--- config.mk ---
export PLATFORM = sky130hd
export DESIGN_NAME = parking_slot_manager
export DESIGN_NICKNAME = d
export VERILOG_FILES = /design/src/rtl/parking_slot_manager_pkg.sv /design/src/rtl/parking_slot_manager_slot_timer.sv /design/src/rtl/parking_slot_manager.sv
export SDC_FILE = /design/constraint.sdc
export NUM_CORES = 1
export LEC_CHECK = 0
export ABC_AREA = 1
export CAP_MARGIN = 10
export CORE_MARGIN = 2
export CORE_UTILIZATION = 54
export DETAILED_ROUTE_END_ITERATION = 10
export PLACE_DENSITY_LB_ADDON = 0.2
export SYNTH_ARGS = -nofsm -noshare
export SYNTH_HDL_FRONTEND = slang
export SYNTH_SLANG_ARGS = --single-unit
--- constraint.sdc ---
create_clock -name clk_500Hz -period 2 [get_ports clk_500Hz]
set_input_delay 0.4 -clock clk_500Hz [delete_from_list [all_inputs] [get_ports clk_500Hz]]
set_output_delay 0.4 -clock clk_500Hz [all_outputs]
set_load 0.005 [all_outputs]
--- src/rtl/parking_slot_manager_pkg.sv ---
// Shared constants, gate state encoding and occupancy helpers for the parking slot manager.
package parking_pkg;

  localparam int NUM_SLOTS = 4;
  localparam int SLOT_W    = 2;
  localparam int CAP_W     = 3;
  localparam int TIME_W    = 6;
  localparam logic [TIME_W-1:0] MAX_MS = TIME_W'(59);

  typedef enum logic {
    CLOSED = 1'b0,
    OPEN   = 1'b1
  } gate_state_e;

  function automatic logic [CAP_W-1:0] free_count(input logic [NUM_SLOTS-1:0] occ);
    free_count = '0;
    for (int i = 0; i < NUM_SLOTS; i++) begin
      if (!occ[i]) free_count = free_count + CAP_W'(1);
    end
  endfunction

  // Scans from the top so the lowest free index is the last one written; 0 when full.
  function automatic logic [SLOT_W-1:0] lowest_free(input logic [NUM_SLOTS-1:0] occ);
    lowest_free = '0;
    for (int i = NUM_SLOTS - 1; i >= 0; i--) begin
      if (!occ[i]) lowest_free = SLOT_W'(i);
    end
  endfunction

endpackage

--- src/rtl/parking_slot_manager_slot_timer.sv ---
// Per-slot mm:ss parked-time counter; advances on tick while run is high, saturates at 59:59.
module slot_timer
  import parking_pkg::*;
(
  input  logic              clk_500Hz,
  input  logic              reset,
  input  logic              clear,
  input  logic              run,
  input  logic              tick,
  output logic [TIME_W-1:0] minutes,
  output logic [TIME_W-1:0] seconds
);

  logic [TIME_W-1:0] min_q, min_d;
  logic [TIME_W-1:0] sec_q, sec_d;

  // A clear always beats a coincident tick so a newly claimed or vacated slot reads 00:00.
  always_comb begin
    min_d = min_q;
    sec_d = sec_q;
    if (clear) begin
      min_d = '0;
      sec_d = '0;
    end else if (run && tick) begin
      if (sec_q != MAX_MS) begin
        sec_d = sec_q + TIME_W'(1);
      end else if (min_q != MAX_MS) begin
        sec_d = '0;
        min_d = min_q + TIME_W'(1);
      end
    end
  end

  always_ff @(posedge clk_500Hz) begin
    if (reset) begin
      min_q <= '0;
      sec_q <= '0;
    end else begin
      min_q <= min_d;
      sec_q <= sec_d;
    end
  end

  assign minutes = min_q;
  assign seconds = sec_q;

endmodule

--- src/rtl/parking_slot_manager.sv ---
// Four-slot car park controller: button edge detect, 1 s prescaler, gate FSM, occupancy
// tracking and per-slot parked-time counters feeding the multiplexed display.
module parking_slot_manager
  import parking_pkg::*;
#(
  parameter int TICK_DIV     = 500,
  parameter int GATE_SECONDS = 3
) (
  input  logic              clk_500Hz,
  input  logic              reset,
  input  logic              enter_btn,
  input  logic              exit_btn,
  input  logic [SLOT_W-1:0] exit_slot,
  input  logic [SLOT_W-1:0] view_slot,
  output logic [CAP_W-1:0]  capacity,
  output logic [SLOT_W-1:0] empty_slot,
  output logic              full,
  output logic [TIME_W-1:0] minutes,
  output logic [TIME_W-1:0] seconds,
  output logic              gate_open,
  output logic              reject
);

  localparam int PW  = (TICK_DIV > 1) ? $clog2(TICK_DIV) : 1;
  localparam int GCW = 4;

  logic                 enter_q, exit_q;
  logic [PW-1:0]        presc_q, presc_d;
  gate_state_e          gate_q, gate_d;
  logic [GCW-1:0]       gcnt_q, gcnt_d;
  logic [NUM_SLOTS-1:0] occ_q, occ_d;
  logic [NUM_SLOTS-1:0] clear_vec;
  logic [CAP_W-1:0]     capacity_q;
  logic [SLOT_W-1:0]    empty_slot_q;
  logic                 full_q, gate_open_q, reject_q, reject_d;
  logic [TIME_W-1:0]    minutes_q, seconds_q;

  logic                 tick, enter_ev, exit_ev, gate_closed, enter_acc, exit_acc;
  logic [SLOT_W-1:0]    free_idx;
  logic [TIME_W-1:0]    tmin [NUM_SLOTS];
  logic [TIME_W-1:0]    tsec [NUM_SLOTS];

  assign tick    = (presc_q == PW'(TICK_DIV - 1));
  assign presc_d = tick ? '0 : presc_q + PW'(1);

  assign enter_ev    = enter_btn & ~enter_q;
  assign exit_ev     = exit_btn & ~exit_q;
  assign gate_closed = (gate_q == CLOSED);
  assign free_idx    = lowest_free(occ_q);

  // An exit edge takes priority; any enter edge in the same cycle is refused.
  assign exit_acc  = exit_ev & gate_closed & occ_q[exit_slot];
  assign enter_acc = enter_ev & ~exit_ev & gate_closed & (occ_q != '1);
  assign reject_d  = (enter_ev & ~enter_acc) | (exit_ev & ~exit_acc);

  always_comb begin
    occ_d     = occ_q;
    clear_vec = '0;
    if (exit_acc) begin
      occ_d[exit_slot]     = 1'b0;
      clear_vec[exit_slot] = 1'b1;
    end
    if (enter_acc) begin
      occ_d[free_idx]     = 1'b1;
      clear_vec[free_idx] = 1'b1;
    end
  end

  always_comb begin
    gate_d = gate_q;
    gcnt_d = gcnt_q;
    case (gate_q)
      CLOSED: begin
        if (enter_acc || exit_acc) begin
          gate_d = OPEN;
          gcnt_d = GCW'(GATE_SECONDS);
        end
      end
      OPEN: begin
        if (tick) begin
          gcnt_d = gcnt_q - GCW'(1);
          if (gcnt_q == GCW'(1)) gate_d = CLOSED;
        end
      end
      default: gate_d = CLOSED;
    endcase
  end

  // Edge registers load the live button levels in reset so a held button is not a request.
  always_ff @(posedge clk_500Hz) begin
    if (reset) begin
      enter_q      <= enter_btn;
      exit_q       <= exit_btn;
      presc_q      <= '0;
      gate_q       <= CLOSED;
      gcnt_q       <= '0;
      occ_q        <= '0;
      capacity_q   <= CAP_W'(NUM_SLOTS);
      empty_slot_q <= '0;
      full_q       <= 1'b0;
      gate_open_q  <= 1'b0;
      reject_q     <= 1'b0;
      minutes_q    <= '0;
      seconds_q    <= '0;
    end else begin
      enter_q      <= enter_btn;
      exit_q       <= exit_btn;
      presc_q      <= presc_d;
      gate_q       <= gate_d;
      gcnt_q       <= gcnt_d;
      occ_q        <= occ_d;
      capacity_q   <= free_count(occ_d);
      empty_slot_q <= lowest_free(occ_d);
      full_q       <= (occ_d == '1);
      gate_open_q  <= (gate_d == OPEN);
      reject_q     <= reject_d;
      minutes_q    <= tmin[view_slot];
      seconds_q    <= tsec[view_slot];
    end
  end

  generate
    for (genvar gi = 0; gi < NUM_SLOTS; gi++) begin : g_timer
      slot_timer u_timer (
        .clk_500Hz (clk_500Hz),
        .reset     (reset),
        .clear     (clear_vec[gi]),
        .run       (occ_q[gi]),
        .tick      (tick),
        .minutes   (tmin[gi]),
        .seconds   (tsec[gi])
      );
    end
  endgenerate

  assign capacity   = capacity_q;
  assign empty_slot = empty_slot_q;
  assign full       = full_q;
  assign minutes    = minutes_q;
  assign seconds    = seconds_q;
  assign gate_open  = gate_open_q;
  assign reject     = reject_q;

endmodule

Word level (Yosys, flattened, before mapping)
Index checks and enable logic that the tools add are counted.

Memory bits (writable): 0. Output and inout bits: 20. Word-level logic and storage cells: 152. Flip-flop bits (word level): 87. ROM bits: 0. Bits in latches: 0. Bits of input ports: 8. Memories kept: 0.

Multipliers: 0. Muxes and demuxes: 45. $lt $le $gt $ge: 5. Div/mod/pow operators: 0. Add/subtract/negate cells: 13. Reduce and logical (&&, ||, !) cells: 27. Shift operators: 0. Equal/unequal tests: 14. Bitwise logic cells: 27.

Operators by type and width (count): 6-bit 2-to-1 mux (12); 6-bit by 1-bit adder with 6-bit output (second input constant) (8); 6-bit inequality test (second input constant) (8); 6-bit binary-select mux with 2-bit select (2); 4-bit 2-to-1 mux (6); 3-bit 2-to-1 mux (6); 2-bit 2-to-1 mux (6); 1-bit inverter (12); 3-bit AND reduction (4); 2-bit OR reduction (6); 2-bit AND reduction (5); 3-bit by 1-bit adder with 3-bit output (second input constant) (3); 9-bit by 1-bit adder with 9-bit output (second input constant) (1); 1-bit AND (9); 9-bit == test (second input constant) (1); 1-bit 2-to-1 mux (8); 4-bit OR (2); 4-bit one-hot mux with 2 select lines (1); 2-bit nonzero test (4); 1-bit logical AND (6); 2-bit by 3-bit < comparator with 1-bit output (second input constant) (2); 4-bit AND (1); 1-bit demux with 2-bit select (2); 4-bit by 1-bit == test with 1-bit output (second input constant) (1); 13 further kinds (15).

Logic depth before layout (Yosys ltp)
Depth in word-level cells: 20. Depth in mapped cells: 18. Mapped depth without buffers: 18.

Modules after synthesis
A second synthesis with hierarchy kept.

Cells, all modules: 717. Area, all modules: 5033.6 µm².

Modules (own cells, without submodules): slot_timer (seq. area each 240.2 µm², instances 4, cells each 104, area each 740.7 µm²); parking_slot_manager (seq. area each 780.7 µm², instances 1, cells each 301, area each 2070.7 µm²).

Worst setup path before layout
No wires, ideal clock.

Path type: register to register. Start: register occ_q[2]. End: register capacity_q[2], in the netlist capacity[2]. Stages on the path, launching flop included: 18. Required time: 1.875 ns. Clock period less this slack: 2.016 ns. Arrival: 1.891 ns. Path slack: -0.016 ns. Cell sequence: dfxtp_1 > buf_2 > nand2_1 > nand2_1 > nand2_1 > nand2_1 > nand3_1 > nand2_1 > nand2_1 > ha_1 > nand3_1 > nand2_1 > inv_1 > ha_1 > inv_1 > nor2_1 > o21ai_0 > nand3_1.

Word-level cells in the longest chain between the ends: 19.

RTL lines: start, declared (RTL line parking_slot_manager.sv:31) `logic [NUM_SLOTS-1:0] occ_q, occ_d;`; start signal, assigned (RTL line parking_slot_manager.sv:97) `occ_q <= '0;`; start signal, assigned (RTL line parking_slot_manager.sv:111) `occ_q <= occ_d;`; 2-bit 2-to-1 mux (3 in series) (RTL line parking_slot_manager_pkg.sv:26) `if (!occ[i]) lowest_free = SLOT_W'(i);`; 2-bit by 3-bit < comparator with 1-bit output (not written as such) / 2-bit by 1-bit greater-or-equal comparator with 1-bit output (equally long branches) (RTL line parking_slot_manager.sv:64) `occ_d[free_idx] = 1'b1;`; 1-bit logical AND (not written as such) (RTL line parking_slot_manager.sv:64); 1-bit 2-to-1 mux (not written as such) (RTL line parking_slot_manager.sv:64); 1-bit demux with 2-bit select (RTL line parking_slot_manager.sv:64); 4-bit OR (no source line); 4-bit 2-to-1 mux (*) (RTL line parking_slot_manager.sv:63) `if (enter_acc) begin`; 1-bit 2-to-1 mux (RTL line parking_slot_manager_pkg.sv:18) `if (!occ[i]) free_count = free_count + CAP_W'(1);`; 3-bit 2-to-1 mux (RTL line parking_slot_manager.sv:91) `if (reset) begin`; 3-bit by 1-bit adder with 3-bit output (RTL line parking_slot_manager_pkg.sv:18); 3-bit 2-to-1 mux (RTL line parking_slot_manager_pkg.sv:18); 3-bit 2-to-1 mux (RTL line parking_slot_manager.sv:91); 3-bit by 1-bit adder with 3-bit output (RTL line parking_slot_manager_pkg.sv:18); 3-bit 2-to-1 mux (RTL line parking_slot_manager_pkg.sv:18); 3-bit 2-to-1 mux (RTL line parking_slot_manager.sv:91); 3-bit by 1-bit adder with 3-bit output (RTL line parking_slot_manager_pkg.sv:18); 3-bit 2-to-1 mux (*) (RTL line parking_slot_manager_pkg.sv:18); end signal, assigned (RTL line parking_slot_manager.sv:98) `capacity_q <= CAP_W'(NUM_SLOTS);`; end signal, assigned (RTL line parking_slot_manager.sv:112) `capacity_q <= free_count(occ_d);`; end, declared (RTL line parking_slot_manager.sv:33) `logic [CAP_W-1:0] capacity_q;`.

Mark *: on every way between the ends. The rest lies on a longest branch, timed or not. The select of a mux whose other input is x is not followed. A chain may end at the register's enable or synchronous reset.

Final worst setup path
Start: register occ_q[3]. End: register capacity_q[2], in the netlist capacity[2].

Word-level cells in the longest chain between the ends: 20.

RTL lines (RTL line): 2-bit 2-to-1 mux (4 in series) (parking_slot_manager_pkg.sv:26); 2-bit by 3-bit < comparator with 1-bit output (not written as such) / 2-bit by 1-bit greater-or-equal comparator with 1-bit output (equally long branches) (parking_slot_manager.sv:64); 1-bit logical AND (not written as such) (parking_slot_manager.sv:64); 1-bit 2-to-1 mux (not written as such) (parking_slot_manager.sv:64); 1-bit demux with 2-bit select (parking_slot_manager.sv:64); 4-bit OR (no source line); 4-bit 2-to-1 mux (*) (parking_slot_manager.sv:63); 1-bit 2-to-1 mux (parking_slot_manager_pkg.sv:18); 3-bit 2-to-1 mux (parking_slot_manager.sv:91); 3-bit by 1-bit adder with 3-bit output (parking_slot_manager_pkg.sv:18); 3-bit 2-to-1 mux (parking_slot_manager_pkg.sv:18); 3-bit 2-to-1 mux (parking_slot_manager.sv:91); 3-bit by 1-bit adder with 3-bit output (parking_slot_manager_pkg.sv:18); 3-bit 2-to-1 mux (parking_slot_manager_pkg.sv:18); 3-bit 2-to-1 mux (parking_slot_manager.sv:91); 3-bit by 1-bit adder with 3-bit output (parking_slot_manager_pkg.sv:18); 3-bit 2-to-1 mux (*) (parking_slot_manager_pkg.sv:18).

Marks and branches as above.

==> results <==
[path summary, 6_finish.rpt]
path / startpoint / depth (start not counted) / endpoint
min reg2reg: presc_q[0]$_SDFF_PP0_ / 1 / presc_q[0]$_SDFF_PP0_
max: occ_q[3]$_SDFF_PP0_ / 16 / capacity[2]$_SDFF_PP1_
min: enter_btn / 1 / enter_q$_DFF_P_
max reg2reg: occ_q[3]$_SDFF_PP0_ / 16 / capacity[2]$_SDFF_PP1_
[power by group]
part / total, W / internal, W / switching, W
clock: 0.00121 / 0.000612 / 0.000601
combinational: 0.000336 / 0.000160 / 0.000175
sequential: 0.00178 / 0.00176 / 0.0000167
[cell families after synthesis]
group,after synthesis,synth area share (%)
and+or+nand+nor,300,29.6
AOI/OAI and AO/OA,113,13.2
buffers and inverters,101,8.54
DFF,87,38.6
xor gates and xnor gates,33,6.41
adders and majority gates,13,3.61
[cells in the mapped netlist, drive strengths merged]
library cell	instances	area share, %
nand3b	1	0.17
and3	1	0.14
a21oi	80	9.1
nor3b	1	0.17
xnor2	10	1.9
clkbuf	14	1.2
nand2	157	13
nand4	15	2.4
clkinv	2	0.22
inv	82	6.8
ha	13	3.6
buf	3	0.33
o21ai	28	3.3
or2	4	0.55
nor3	9	1.2
xor2	23	4.5
o211ai	5	0.83
dfxtp	87	39
nand3	56	6.9
nor2	56	4.8
[area by class of cell]
type	count	share of cell area (%)
multi-input combinational	459	45.0
sequential	87	31.8
timing repair buffer	72	11.6
inverter	84	5.78
clock buffer	13	2.71
tap	105	2.39
clock inverter	3	0.773
[sequential cells by signal, indices dropped and copies added, names as in the netlist]
signal and count:
seconds 6, full 1, exit_q 1, g_timer.u_timer.seconds 24, gcnt_q 4, gate_open 1
presc_q 9, reject 1, capacity 3, minutes 6, empty_slot 2, occ_q 4
g_timer.u_timer.minutes 24, enter_q 1
[per-stage QoR]
step                instances  hold slack, ns  total power, W  setup WS [ns]
floorplan                 647           0.428         0.00197         0.0239
global placement          799           0.445         0.00211         -0.537
detailed placement        799           0.461         0.00212         -0.675
CTS                       819           0.269         0.00334        0.00539
global route              823           0.285         0.00346        -0.0681
finish                    823           0.280         0.00333         0.0278
[timing repair]
action,CTS,global route
setup buffers,4,4
pin swaps,9,8
resized for setup,18,19
setup endpoints to repair,3,25
[critical path, cell delays in order (launching register included)]
cell     delay (ns)
dfxtp_2        0.34
buf_4          0.14
inv_1          0.06
nand2_1        0.06
a21oi_2        0.16
nand2_1        0.12
nand2_2        0.11
ha_4           0.21
inv_1          0.05
nand2_1        0.06
nand2_2        0.07
inv_1          0.05
ha_2           0.17
inv_1          0.05
nor2_1         0.04
o21ai_1        0.08
nand3_1        0.09
[layer usage]
layer,up-vias,share of wire [%],GRT usage (%)
met5,-,0,0
met4,0,2.0,10.4
met3,17,3.7,3.64
met2,84,48,39.7
met1,2039,46,32.0
li1,2226,-,-
==> reports/qor.csv <==
stage,metric,value,unit
timing,Tmin final,1.97,ns
clock_tree,cts hold-fix bufs,0,
worst_setup_path,crit end category,flop,
floorplan,Initial Utilization,55.2,%
yosys,synthesized netlist net count,668,
placement,final RePlAce weighted congestion,0.894,
timing,Final Hold Vio Count,0,
grt,largest net degree at the start of global routing,26,
yosys,Synth Area per Inst,6.97,um2
worst_setup_path,"Arr. time, crit path",2.21,ns
layout,Sequential Area,1750,um2
timing,Worst-Margin Slew,0.383,ns
layout,diode count,0,
floorplan,die area,9100,um2
layout,Final Instance Area,5500,um2
pwr,cell area power density,605,nW/um2
layout,layout cell share with drive strength beyond 1,15.6,%
yosys,Netlist cell types,30,
worst_hold_path,Hold Crit Class,in -> reg,
grt,number of global-route vias before repair,3927,
timing,Final Skew,0.00785,ns
placement,IO Port Bufs,27,
placement,Post-DP Area,5160,um2
layout,multi-input logic area,2480,um2
clock_tree,CTS buffer count,9,
timing,RSZ-0062 raised after global routing,true,
pwr,leakage power,2.31,nW
route,Avg WL per Cell,13.0,um
layout,Layout Utilization,67.3,%
route,DR DRC count,0,
clock_tree,CTS tree,done,
floorplan,Die Width,95.4,um
floorplan,area of the core,8180,um2
layout,FILL cells,684,
worst_setup_path,Crit Path Category,reg -> reg,
grt,antenna violations before repair,0,
layout,"most common cell after layout, fill and taps aside",nand2_1,
yosys,Synth Instances,647,
clock_tree,CTS Root Cell,clkbuf_8,
layout,most frequent cells in the layout,"nand2_1 (144), dfxtp_1 (83), a21oi_1 (78)",
timing,setup TNS,0,ns
timing,# setup viols final,0,
clock_tree,clock sinks,87,
yosys,Syn Std Cell Area,4510,um2
clock_tree,Max H-tree Level,3,
placement,detailed placer's ending HPWL,7.74,mm
worst_setup_path,Worst Path Required,2.24,ns
status,status,"complete, no violations",
clock_tree,clk slew on worst S/H paths,0.08,ns
route,final WL,10.7,mm
timing,Slew HR,74.5,%
worst_setup_path,slack of the worst reg-to-reg path,0.03,ns
timing,Slew Limit Fails,0,
grt,"Remaining Overflow, GRT",0,
flow_run,max_cap viols,0,
yosys,total number of yosys warnings,0,
worst_setup_path,Critical Path Source Type,flop,
pwr,worst vdd ir,0.000422,V
timing,Fmax,507,MHz
route,drt first pass iters,6,
floorplan,# IOs,28,
layout,Final Net Count,734,
yosys,sequential share of the synthesized area,38.6,%
clock_tree,Clock Tree Buf Depth,2,
route,via count,4366,
yosys,#FFs+latches synth,87,
floorplan,Die H,95.4,um
grt,first-pass GRT wire length,17.4,mm
worst_setup_path,crit-path max FO,4,
grt,GRT Overall Usage,24.3,%
route,routed vias/inst,5.30,
route,Iter 0 DRT Violations,208,
clock_tree,clock latency at the later pin of the worst-skew pair,0.36,ns
layout,Area Growth Syn to Fin,22.0,%
floorplan,num rows,33,
route,final antenna-violating net count,0,
timing,Tcrit/Tclk final,98.6,%
(Power assumes the default switching activity.)
